## config.mk

```make
export PLATFORM = sky130hd
export DESIGN_NAME = matrix_keypad_scan
export DESIGN_NICKNAME = d
export VERILOG_FILES = /design/src/rtl/keypad_pkg.sv /design/src/rtl/keypad_debounce.sv /design/src/rtl/matrix_keypad_scan.sv
export SDC_FILE = /design/constraint.sdc
export NUM_CORES = 1
export LEC_CHECK = 0
export ABC_AREA = 1
export BUFFER_PORTS_ARGS = -buffer_cell sky130_fd_sc_hd__buf_2
export CAP_MARGIN = 20
export CELL_PAD_IN_SITES_DETAIL_PLACEMENT = 0
export CELL_PAD_IN_SITES_GLOBAL_PLACEMENT = 1
export CORE_UTILIZATION = 40
export DETAILED_ROUTE_END_ITERATION = 16
export HOLD_SLACK_MARGIN = 0.05
export PLACE_DENSITY_LB_ADDON = 0.12
export SLEW_MARGIN = 0
export SYNTH_ARGS = -nofsm -noshare
export SYNTH_HDL_FRONTEND = slang
export SYNTH_SLANG_ARGS = --single-unit
```

## constraint.sdc

```tcl
create_clock -name CLK -period 2.8 [get_ports CLK]
set_input_delay 0.56 -clock CLK [delete_from_list [all_inputs] [get_ports CLK]]
set_output_delay 0.56 -clock CLK [all_outputs]
set_load 0.02 [all_outputs]
```

## src/rtl/keypad_pkg.sv

```systemverilog
// Shared definitions for the matrix keypad scanner: FSM state type and the
// encodings exposed on state_view.
`timescale 1ns/1ps
package keypad_pkg;

  localparam logic [1:0] SV_SCAN     = 2'b00;
  localparam logic [1:0] SV_DEBOUNCE = 2'b01;
  localparam logic [1:0] SV_HELD     = 2'b10;
  localparam logic [1:0] SV_RELEASE  = 2'b11;

  typedef enum logic [1:0] {
    ST_SCAN     = SV_SCAN,
    ST_DEBOUNCE = SV_DEBOUNCE,
    ST_HELD     = SV_HELD,
    ST_RELEASE  = SV_RELEASE
  } kp_state_e;

endpackage

```

## src/rtl/keypad_debounce.sv

```systemverilog
// Consecutive-match counter shared by the press (DEBOUNCE) and release
// (RELEASE) phases; done fires on the DEBOUNCE_CYCLES-th matching sample.
`timescale 1ns/1ps
module keypad_debounce #(
  parameter int unsigned DEBOUNCE_CYCLES = 4
) (
  input  logic clk,
  input  logic rst,
  input  logic sample_en,
  input  logic match,
  output logic done
);

  localparam int unsigned CW = $clog2(DEBOUNCE_CYCLES + 1);
  localparam logic [CW-1:0] CNT_LAST = CW'(DEBOUNCE_CYCLES - 1);

  logic [CW-1:0] cnt;

  assign done = sample_en && match && (cnt == CNT_LAST);

  always_ff @(posedge clk) begin
    if (rst || !sample_en || !match || done) begin
      cnt <= '0;
    end else if (cnt != CNT_LAST) begin
      cnt <= cnt + 1'b1;
    end
  end

endmodule

```

## src/rtl/matrix_keypad_scan.sv

```systemverilog
// Column-scanning matrix keypad controller with debounce and a valid/ready
// key output. Optional auto-repeat while held: define KEYPAD_REPEAT_EN.
`timescale 1ns/1ps
module matrix_keypad_scan
  import keypad_pkg::*;
#(
  parameter int unsigned ROWS            = 4,
  parameter int unsigned COLS            = 4,
  parameter int unsigned SCAN_DIV        = 2,
  parameter int unsigned DEBOUNCE_CYCLES = 4
`ifdef KEYPAD_REPEAT_EN
  ,
  parameter int unsigned REPEAT_DELAY    = 64,
  parameter int unsigned REPEAT_PERIOD   = 16
`endif
) (
  input  logic                            CLK,
  input  logic                            rst,
  input  logic [ROWS-1:0]                 row,
  output logic [COLS-1:0]                 col,
  output logic [$clog2(ROWS*COLS)-1:0]    key_code,
  output logic                            key_valid,
  input  logic                            key_ready,
  output logic                            pressed,
  output logic                            overrun,
  output logic [1:0]                      state_view
);

  localparam int unsigned CI_W  = $clog2(COLS);
  localparam int unsigned DIV_W = $clog2(SCAN_DIV + 1);
  localparam int unsigned KC_W  = $clog2(ROWS * COLS);
  localparam logic [CI_W-1:0]  COL_LAST = CI_W'(COLS - 1);
  localparam logic [DIV_W-1:0] DIV_LAST = DIV_W'(SCAN_DIV - 1);

  kp_state_e         state, state_nx;
  logic [CI_W-1:0]   col_idx;
  logic [DIV_W-1:0]  div_cnt;
  logic [ROWS-1:0]   cap_row;
  logic [KC_W-1:0]   new_code;
  logic              slot_end;
  logic              capture, advance, confirm, emit, hs;
  logic              db_en, db_match, db_done;

  assign slot_end = (div_cnt == DIV_LAST);
  assign hs       = key_valid && key_ready;

  keypad_debounce #(
    .DEBOUNCE_CYCLES(DEBOUNCE_CYCLES)
  ) u_debounce (
    .clk      (CLK),
    .rst      (rst),
    .sample_en(db_en),
    .match    (db_match),
    .done     (db_done)
  );

  always_ff @(posedge CLK) begin
    if (rst) state <= ST_SCAN;
    else     state <= state_nx;
  end

  always_comb begin
    state_nx = state;
    capture  = 1'b0;
    advance  = 1'b0;
    confirm  = 1'b0;
    db_en    = 1'b0;
    db_match = 1'b0;
    case (state)
      ST_SCAN: begin
        if (slot_end) begin
          if (row != '1) begin
            state_nx = ST_DEBOUNCE;
            capture  = 1'b1;
          end else begin
            advance  = 1'b1;
          end
        end
      end
      ST_DEBOUNCE: begin
        db_en    = 1'b1;
        db_match = (row == cap_row);
        if (!db_match) begin
          state_nx = ST_SCAN;
          advance  = 1'b1;
        end else if (db_done) begin
          state_nx = ST_HELD;
          confirm  = 1'b1;
        end
      end
      ST_HELD: begin
        if (row == '1) state_nx = ST_RELEASE;
      end
      ST_RELEASE: begin
        db_en    = 1'b1;
        db_match = (row == '1);
        if (!db_match) begin
          state_nx = ST_HELD;
        end else if (db_done) begin
          state_nx = ST_SCAN;
          advance  = 1'b1;
        end
      end
      default: state_nx = ST_SCAN;
    endcase
  end

  // Lowest-index asserted (low) row wins; shifting avoids a variable bit-select.
  always_comb begin
    logic [ROWS-1:0] tmp;
    int unsigned     row_sel;
    logic            found;
    tmp     = cap_row;
    row_sel = 0;
    found   = 1'b0;
    for (int unsigned r = 0; r < ROWS; r++) begin
      if (!found && !tmp[0]) begin
        row_sel = r;
        found   = 1'b1;
      end
      tmp = tmp >> 1;
    end
    new_code = KC_W'(row_sel * COLS + 32'(col_idx));
  end

`ifdef KEYPAD_REPEAT_EN
  localparam int unsigned REP_MAX = (REPEAT_DELAY > REPEAT_PERIOD) ? REPEAT_DELAY : REPEAT_PERIOD;
  localparam int unsigned REP_W   = $clog2(REP_MAX + 1);

  logic [REP_W-1:0] rep_cnt;
  logic [REP_W-1:0] rep_lim;
  logic             rep_first;
  logic             rep_fire;

  assign rep_lim  = rep_first ? REP_W'(REPEAT_DELAY - 1) : REP_W'(REPEAT_PERIOD - 1);
  assign rep_fire = (state == ST_HELD) && (rep_cnt == rep_lim);
  assign emit     = confirm | rep_fire;

  always_ff @(posedge CLK) begin
    if (rst || state != ST_HELD) begin
      rep_cnt   <= '0;
      rep_first <= 1'b1;
    end else if (rep_fire) begin
      rep_cnt   <= '0;
      rep_first <= 1'b0;
    end else if (rep_cnt != rep_lim) begin
      rep_cnt   <= rep_cnt + 1'b1;
    end
  end
`else
  assign emit = confirm;
`endif

  // Column rotation: div_cnt parks on its last value while the column is frozen.
  always_ff @(posedge CLK) begin
    if (rst) begin
      col_idx <= '0;
      div_cnt <= '0;
      cap_row <= '1;
    end else begin
      if (advance) begin
        div_cnt <= '0;
        col_idx <= (col_idx == COL_LAST) ? '0 : col_idx + 1'b1;
      end else if (state == ST_SCAN && div_cnt != DIV_LAST) begin
        div_cnt <= div_cnt + 1'b1;
      end
      if (capture) cap_row <= row;
    end
  end

  always_ff @(posedge CLK) begin
    if (rst) begin
      key_code  <= '0;
      key_valid <= 1'b0;
      overrun   <= 1'b0;
    end else begin
      overrun <= 1'b0;
      if (emit) begin
        if (!key_valid || hs) begin
          key_code  <= new_code;
          key_valid <= 1'b1;
        end else begin
          overrun   <= 1'b1;
        end
      end else if (hs) begin
        key_valid <= 1'b0;
      end
    end
  end

  always_comb begin
    col = ~(COLS'(1) << col_idx);
  end

  assign pressed    = (state == ST_HELD) || (state == ST_RELEASE);
  assign state_view = state;

endmodule
```

# [Word level (Yosys, flattened, before mapping)]
# Cells that the tools add are included.
[op_classes] addsub=4 eq_ne=17 shifts=1 muxes=32 bitwise=2 n_reduce_logical=28
[ops] op="$mux 2" n=10
[ops] op="$mux 1" n=19
[ops] op="$ne 3x2->1 const B" n=3
[ops] op="$logic_not 1->1" n=8
[ops] op="$pmux 2 s4" n=1
[ops] op="$logic_and 1x1->1" n=7
[ops] op="$eq 2x2->1 const B" n=3
[ops] op="$ne 2x2->1 const B" n=3
[ops] op="$reduce_or 2->1" n=3
[ops] op="$logic_or 1x1->1" n=5
[ops] op="$reduce_and 5->1" n=1
[ops] op="$add 2x1->2 const B" n=2
[ops] op="$add 4x2->4" n=1
[ops] op="$eq 2x1->1 const B" n=2
[ops] op="$eq 4x4->1" n=1
[ops] op="$eq 4x4->1 const B" n=1
[ops] op="$ne 2x1->1 const B" n=2
[ops] op="$ne 4x4->1 const B" n=1
[ops] op="$not 4->4" n=1
[ops] op="$reduce_and 2->1" n=2
[ops] op="$shl 1x2->4 const A" n=1
[ops] op="$add 3x1->3 const B" n=1
[ops] op="$eq 3x2->1 const B" n=1
[ops] op="$pmux 1 s3" n=1
[ops] op="other kinds (4)" n=4
[word_totals] reg_bits=19 wordCells=92

# [Logic depth before layout (Yosys ltp)]
[depth] depth_word=10 mapped_depth=10

# [Cells and area by module]
# Synthesis repeated with hierarchy kept, for this count alone.
[unflattened] cells_unflattened=171 hier_area_um2=1214.9
[modules_own_cells] module="matrix_keypad_scan" instances=1 cells_per_inst=155 area_each_um2=1088.5 seq_area_each_um2=320.3
[modules_own_cells] module="keypad_debounce" instances=1 cells_per_inst=16 area_each_um2=126.4 seq_area_each_um2=60.1

# [Least setup slack after synthesis]
# Ideal clock, no wire load.
[synth_path] kind="input port to flip-flop" start="in row[1]" end="reg key_code[0]" setup_ns=0.116 t_arrival_ns=1.277 path_slack_ns=1.408 stages=9 path_buffers=0 path_cell_list="inv_1 > nand2_1 > nand2_1 > nor2_2 > nand3_2 > inv_2 > nand3_4 > o21ai_0 > nor2_1"
[synth_between] elab_chain_cells=8 elab_cells_between_ends=9 classes_between="eq/ne (2); mux (4); reduce/logical (3)"
[synth_rtl] element="start: declaration" line_no="matrix_keypad_scan.sv:19" rtl="input logic [ROWS-1:0] row,"
[synth_rtl] element="$eq 4x4->1, on equally long branches" line_no="matrix_keypad_scan.sv:96, matrix_keypad_scan.sv:82"
[synth_rtl] element="$pmux 1 s2" line_no="matrix_keypad_scan.sv:69" rtl="case (state)"
[synth_rtl] element="$logic_and 1x1->1 (2 in series)" line_no="keypad_debounce.sv:19" rtl="assign done = sample_en && match && (cnt == CNT_LAST);"
[synth_rtl] element="$mux 1" line_no="matrix_keypad_scan.sv:86" rtl="end else if (db_done) begin"
[synth_rtl] element="$mux 1 (*)" line_no="matrix_keypad_scan.sv:83" rtl="if (!db_match) begin"
[synth_rtl] element="$mux 1 (*)" line_no="matrix_keypad_scan.sv:69"
[synth_rtl] element="$reduce_and 2->1 (no line) (*)"
[synth_rtl] element="end signal: assignment" line_no="matrix_keypad_scan.sv:180" rtl="key_code <= new_code;"
[synth_rtl] element="end: declaration" line_no="matrix_keypad_scan.sv:21" rtl="output logic [$clog2(ROWS*COLS)-1:0] key_code,"
# Every way passes the cells marked *; elsewhere a longest branch is shown, timed or not.
# A chain may end at the register's enable or synchronous reset.

# [Worst setup path after layout]
[layout_path] start="reg col_idx[0]" end="out col[2]"
[layout_between] elab_chain_cells=2
[layout_rtl] element="start: declaration" line_no="matrix_keypad_scan.sv:36" rtl="logic [CI_W-1:0] col_idx;"
[layout_rtl] element="start signal: assignment" line_no="matrix_keypad_scan.sv:163" rtl="col_idx <= (col_idx == COL_LAST) ? '0 : col_idx + 1'b1;"
[layout_rtl] element="$shl 1x2->4" line_no="matrix_keypad_scan.sv:192" rtl="col = ~(COLS'(1) << col_idx);"
[layout_rtl] element="$not 4->4" line_no="matrix_keypad_scan.sv:192"
[layout_rtl] element="end: declaration" line_no="matrix_keypad_scan.sv:20" rtl="output logic [COLS-1:0] col,"
# Every way passes these cells.

==> results.ini <==
[logic_synthesis]
syn_avg_cell_area_um2=7.06
synth-warning-count=0
postSynthNetCount=157
synthDistinctLibCells=23
yosysSeqAreaShare_pct=37.7
synth_area_um2=1010
postSynthCellCount=143
ys_ff_latch=19

[die]
die_height_um=52.2
core_area_um2=2300
initial_utilization_pct=44.0
floorplan.die_area_um2=2730
floorplan.die.width_um=52.2
placement_rows=17
ios=20

[pwr]
design_power_total_uw=863
worst_ir_drop_vdd_mv=0.571
power_density_nw_per_um2=747
static-leakage-power_uw=0.000614

[worst_setup_path]
path_common_cell=inv_1
critical_path_peak_fanout=5
cp-endpoint=col[2]
r2r.worst_path.cells=7
r2r_startpoint=u_debounce.cnt[0]
r2r_slack_ns=1.40
worstSetupStartpoint=col_idx[0]
start_kind=flip-flop
worstReg2RegEnd=div_cnt[0]
crit_required_ns=2.24
arrival_ns=1.23
setup.worst_path.class=flip-flop to output port
sequence_of_cells_on_the_critical_path=inv_1, ha_1, inv_1, buf_2
worst_path_max_delay_cell=dfxtp_1
worstSetupEndpointType=output port
crit_path_max_incr_delay_ns=0.43

[sta]
fin_skew_ns=0.00105
final_min_period_over_clock_period_pct=64.0
slew-limit-headroom_pct=76.6
rsz0062_at_grt=no
final_max_slew_viol_count=0
tns_ns=0
worst-slew-pin-transition_ns=0.351
final_report_hold_violation_count=0
timing_limited_maximum_frequency_mhz=558
report.final.setup_viol=0
period_minus_slack_ns=1.79

[cts]
clk_path_buf_depth=2
cts_buffers=3
post_cts_hold_buffer_count=0
clockRootBuffer=clkbuf_4
insertion_delay_to_the_later_sink_of_the_worst_skew_pair_ns=0.30
cts-htree-levels=1
clock-sinks=19
tritoncts_clock_tree=done
postCtsSetupRepairBufs=0
clkSlewWorstSetupHoldPaths_ns=0.11
cts_resized=0

[route]
routed_via_density=4.68
drt_first_pass_iters=4
dr_total_vias=898
detail_route.iter0.violations=10
post_drt_wl_per_cell_um=9.57
postRouteAntennaNets=0
drc_errors=0
route.final.wire_length_um=1840

[place]
globalplace.congestion=0.802
place.detailed.instances=188
buffer_ports.inserted=19
dp_hpwl_um=1440

[final_layout]
drive_above_1_share_pct=22.6
final_non_filler_cell_total=192
finalNetCount=179
area_growth_syn_to_layout_pct=14.5
insertedDiodeCount=0

[run]
maxCapViolations=0

[min_path]
worstHoldPathType=flip-flop to flip-flop

[global_routing]
gr-usage-all-layers_pct=15.6
grt_pass1_vias=749
grt_start_max_net_pins=13
grt_pass1_wl_um=3110
antenna_found_initial=0
globalRouteOverflowTotal=0

[status]
run_status=completed

[power by group]
group	switching, µW	leakage [µW]	internal, µW
sequential	54.4	0.000155	324
combinational	213	0.000442	130
clock	88.1	0.0000177	53.2
total	356	0.000614	507
[area by class of cell]
class	instances	area, µm²
inverters	29	114
repair buffers	19	95.1
clock buffers	3	22.5
multi-input cells	93	504
clock inverters	1	5.00
well taps	28	35.0
fillers	248	1140
flip-flops and latches	19	380
[per-stage QoR]
step | hold slack, ns | util, % | worst slack (ns) | instance area (µm²)
floorplan | 0.399 | - | 1.41 | 1010
global placement | 0.411 | 49.1 | 1.17 | 1130
detailed placement | 0.422 | 49.1 | 1.17 | 1130
CTS | 0.440 | 50.3 | 0.992 | 1160
global route | 0.462 | 50.3 | 0.912 | 1160
finish | 0.434 | 50.3 | 1.01 | 1160
[Yosys cell counts, drive strengths merged]
cell type / n / share of area (%)
nand2: 31 / 12
a211oi: 1 / 0.74
o21ai: 8 / 4.0
nand3: 5 / 4.2
ha: 7 / 8.7
clkinv: 1 / 0.87
clkbuf: 1 / 0.37
nand4: 4 / 2.5
or2: 2 / 1.2
nor2: 21 / 8.3
nor3: 1 / 0.50
buf: 1 / 0.74
a21oi: 9 / 4.8
dfxtp: 19 / 38
inv: 28 / 10
o211ai: 4 / 3.0
[critical path, delay by kind of cell, from the launching register on]
kind / cells / cell delay [ns]
DFF: 1 / 0.43
buffers and inverters: 3 / 0.30
adders and majority gates: 1 / 0.21
[layer usage]
layer	wire length, µm	GRT usage (%)	vias up
li1	-	-	489
met1	916	19.7	393
met2	845	26.1	12
met3	50	2.61	4
met4	25	6.58	0
met5	0	0	-
[layout by cell type, fill, tap and decap left out]
master and count:
a211oi_1 1, a21oi_1 8, a21oi_2 1, buf_2 19, clkbuf_4 3, clkinv_2 1
clkinv_4 1, dfxtp_1 19, ha_1 7, inv_1 24, inv_2 4, nand2_1 29
nand2_2 2, nand3_1 3, nand3_2 1, nand3_4 1, nand4_1 4, nor2_1 19
nor2_2 2, nor3_1 1, o211ai_1 4, o21ai_0 7, o21ai_1 1, or2_2 2
[worst min path at each step]
| stage | start | to | slack [ns] | cells past startpoint |
|---|---|---|---|---|
| after global routing | u_debounce.cnt[0] | u_debounce.cnt[0] | 0.46 | 1 |
| after global placement | u_debounce.cnt[0] | u_debounce.cnt[0] | 0.41 | 1 |
| final | u_debounce.cnt[0] | u_debounce.cnt[0] | 0.43 | 1 |
| after CTS | u_debounce.cnt[0] | u_debounce.cnt[0] | 0.44 | 1 |
| after detailed placement | u_debounce.cnt[0] | u_debounce.cnt[0] | 0.42 | 1 |
| after floorplan | u_debounce.cnt[0] | u_debounce.cnt[0] | 0.40 | 1 |
[state kept, by name, indices dropped and copies added (netlist names)]
register / cells
cap_row: 4
key_code: 4
u_debounce.cnt: 3
col_idx: 2
div_cnt: 2
state_view: 2
key_valid: 1
overrun: 1
[cells by family (layout without fill, tap and decap cells)]
kind of cell,count (synthesis),in the layout,share of synthesized area (%)
buffers and inverters,31,52,12.4
AND/OR/NAND/NOR,64,64,28.7
flip-flops,19,19,37.7
AO/OA/AOI/OAI,22,22,12.5
adder cells (fa/ha/maj),7,7,8.67
No activity file was read; power rests on OpenSTA's default activity.
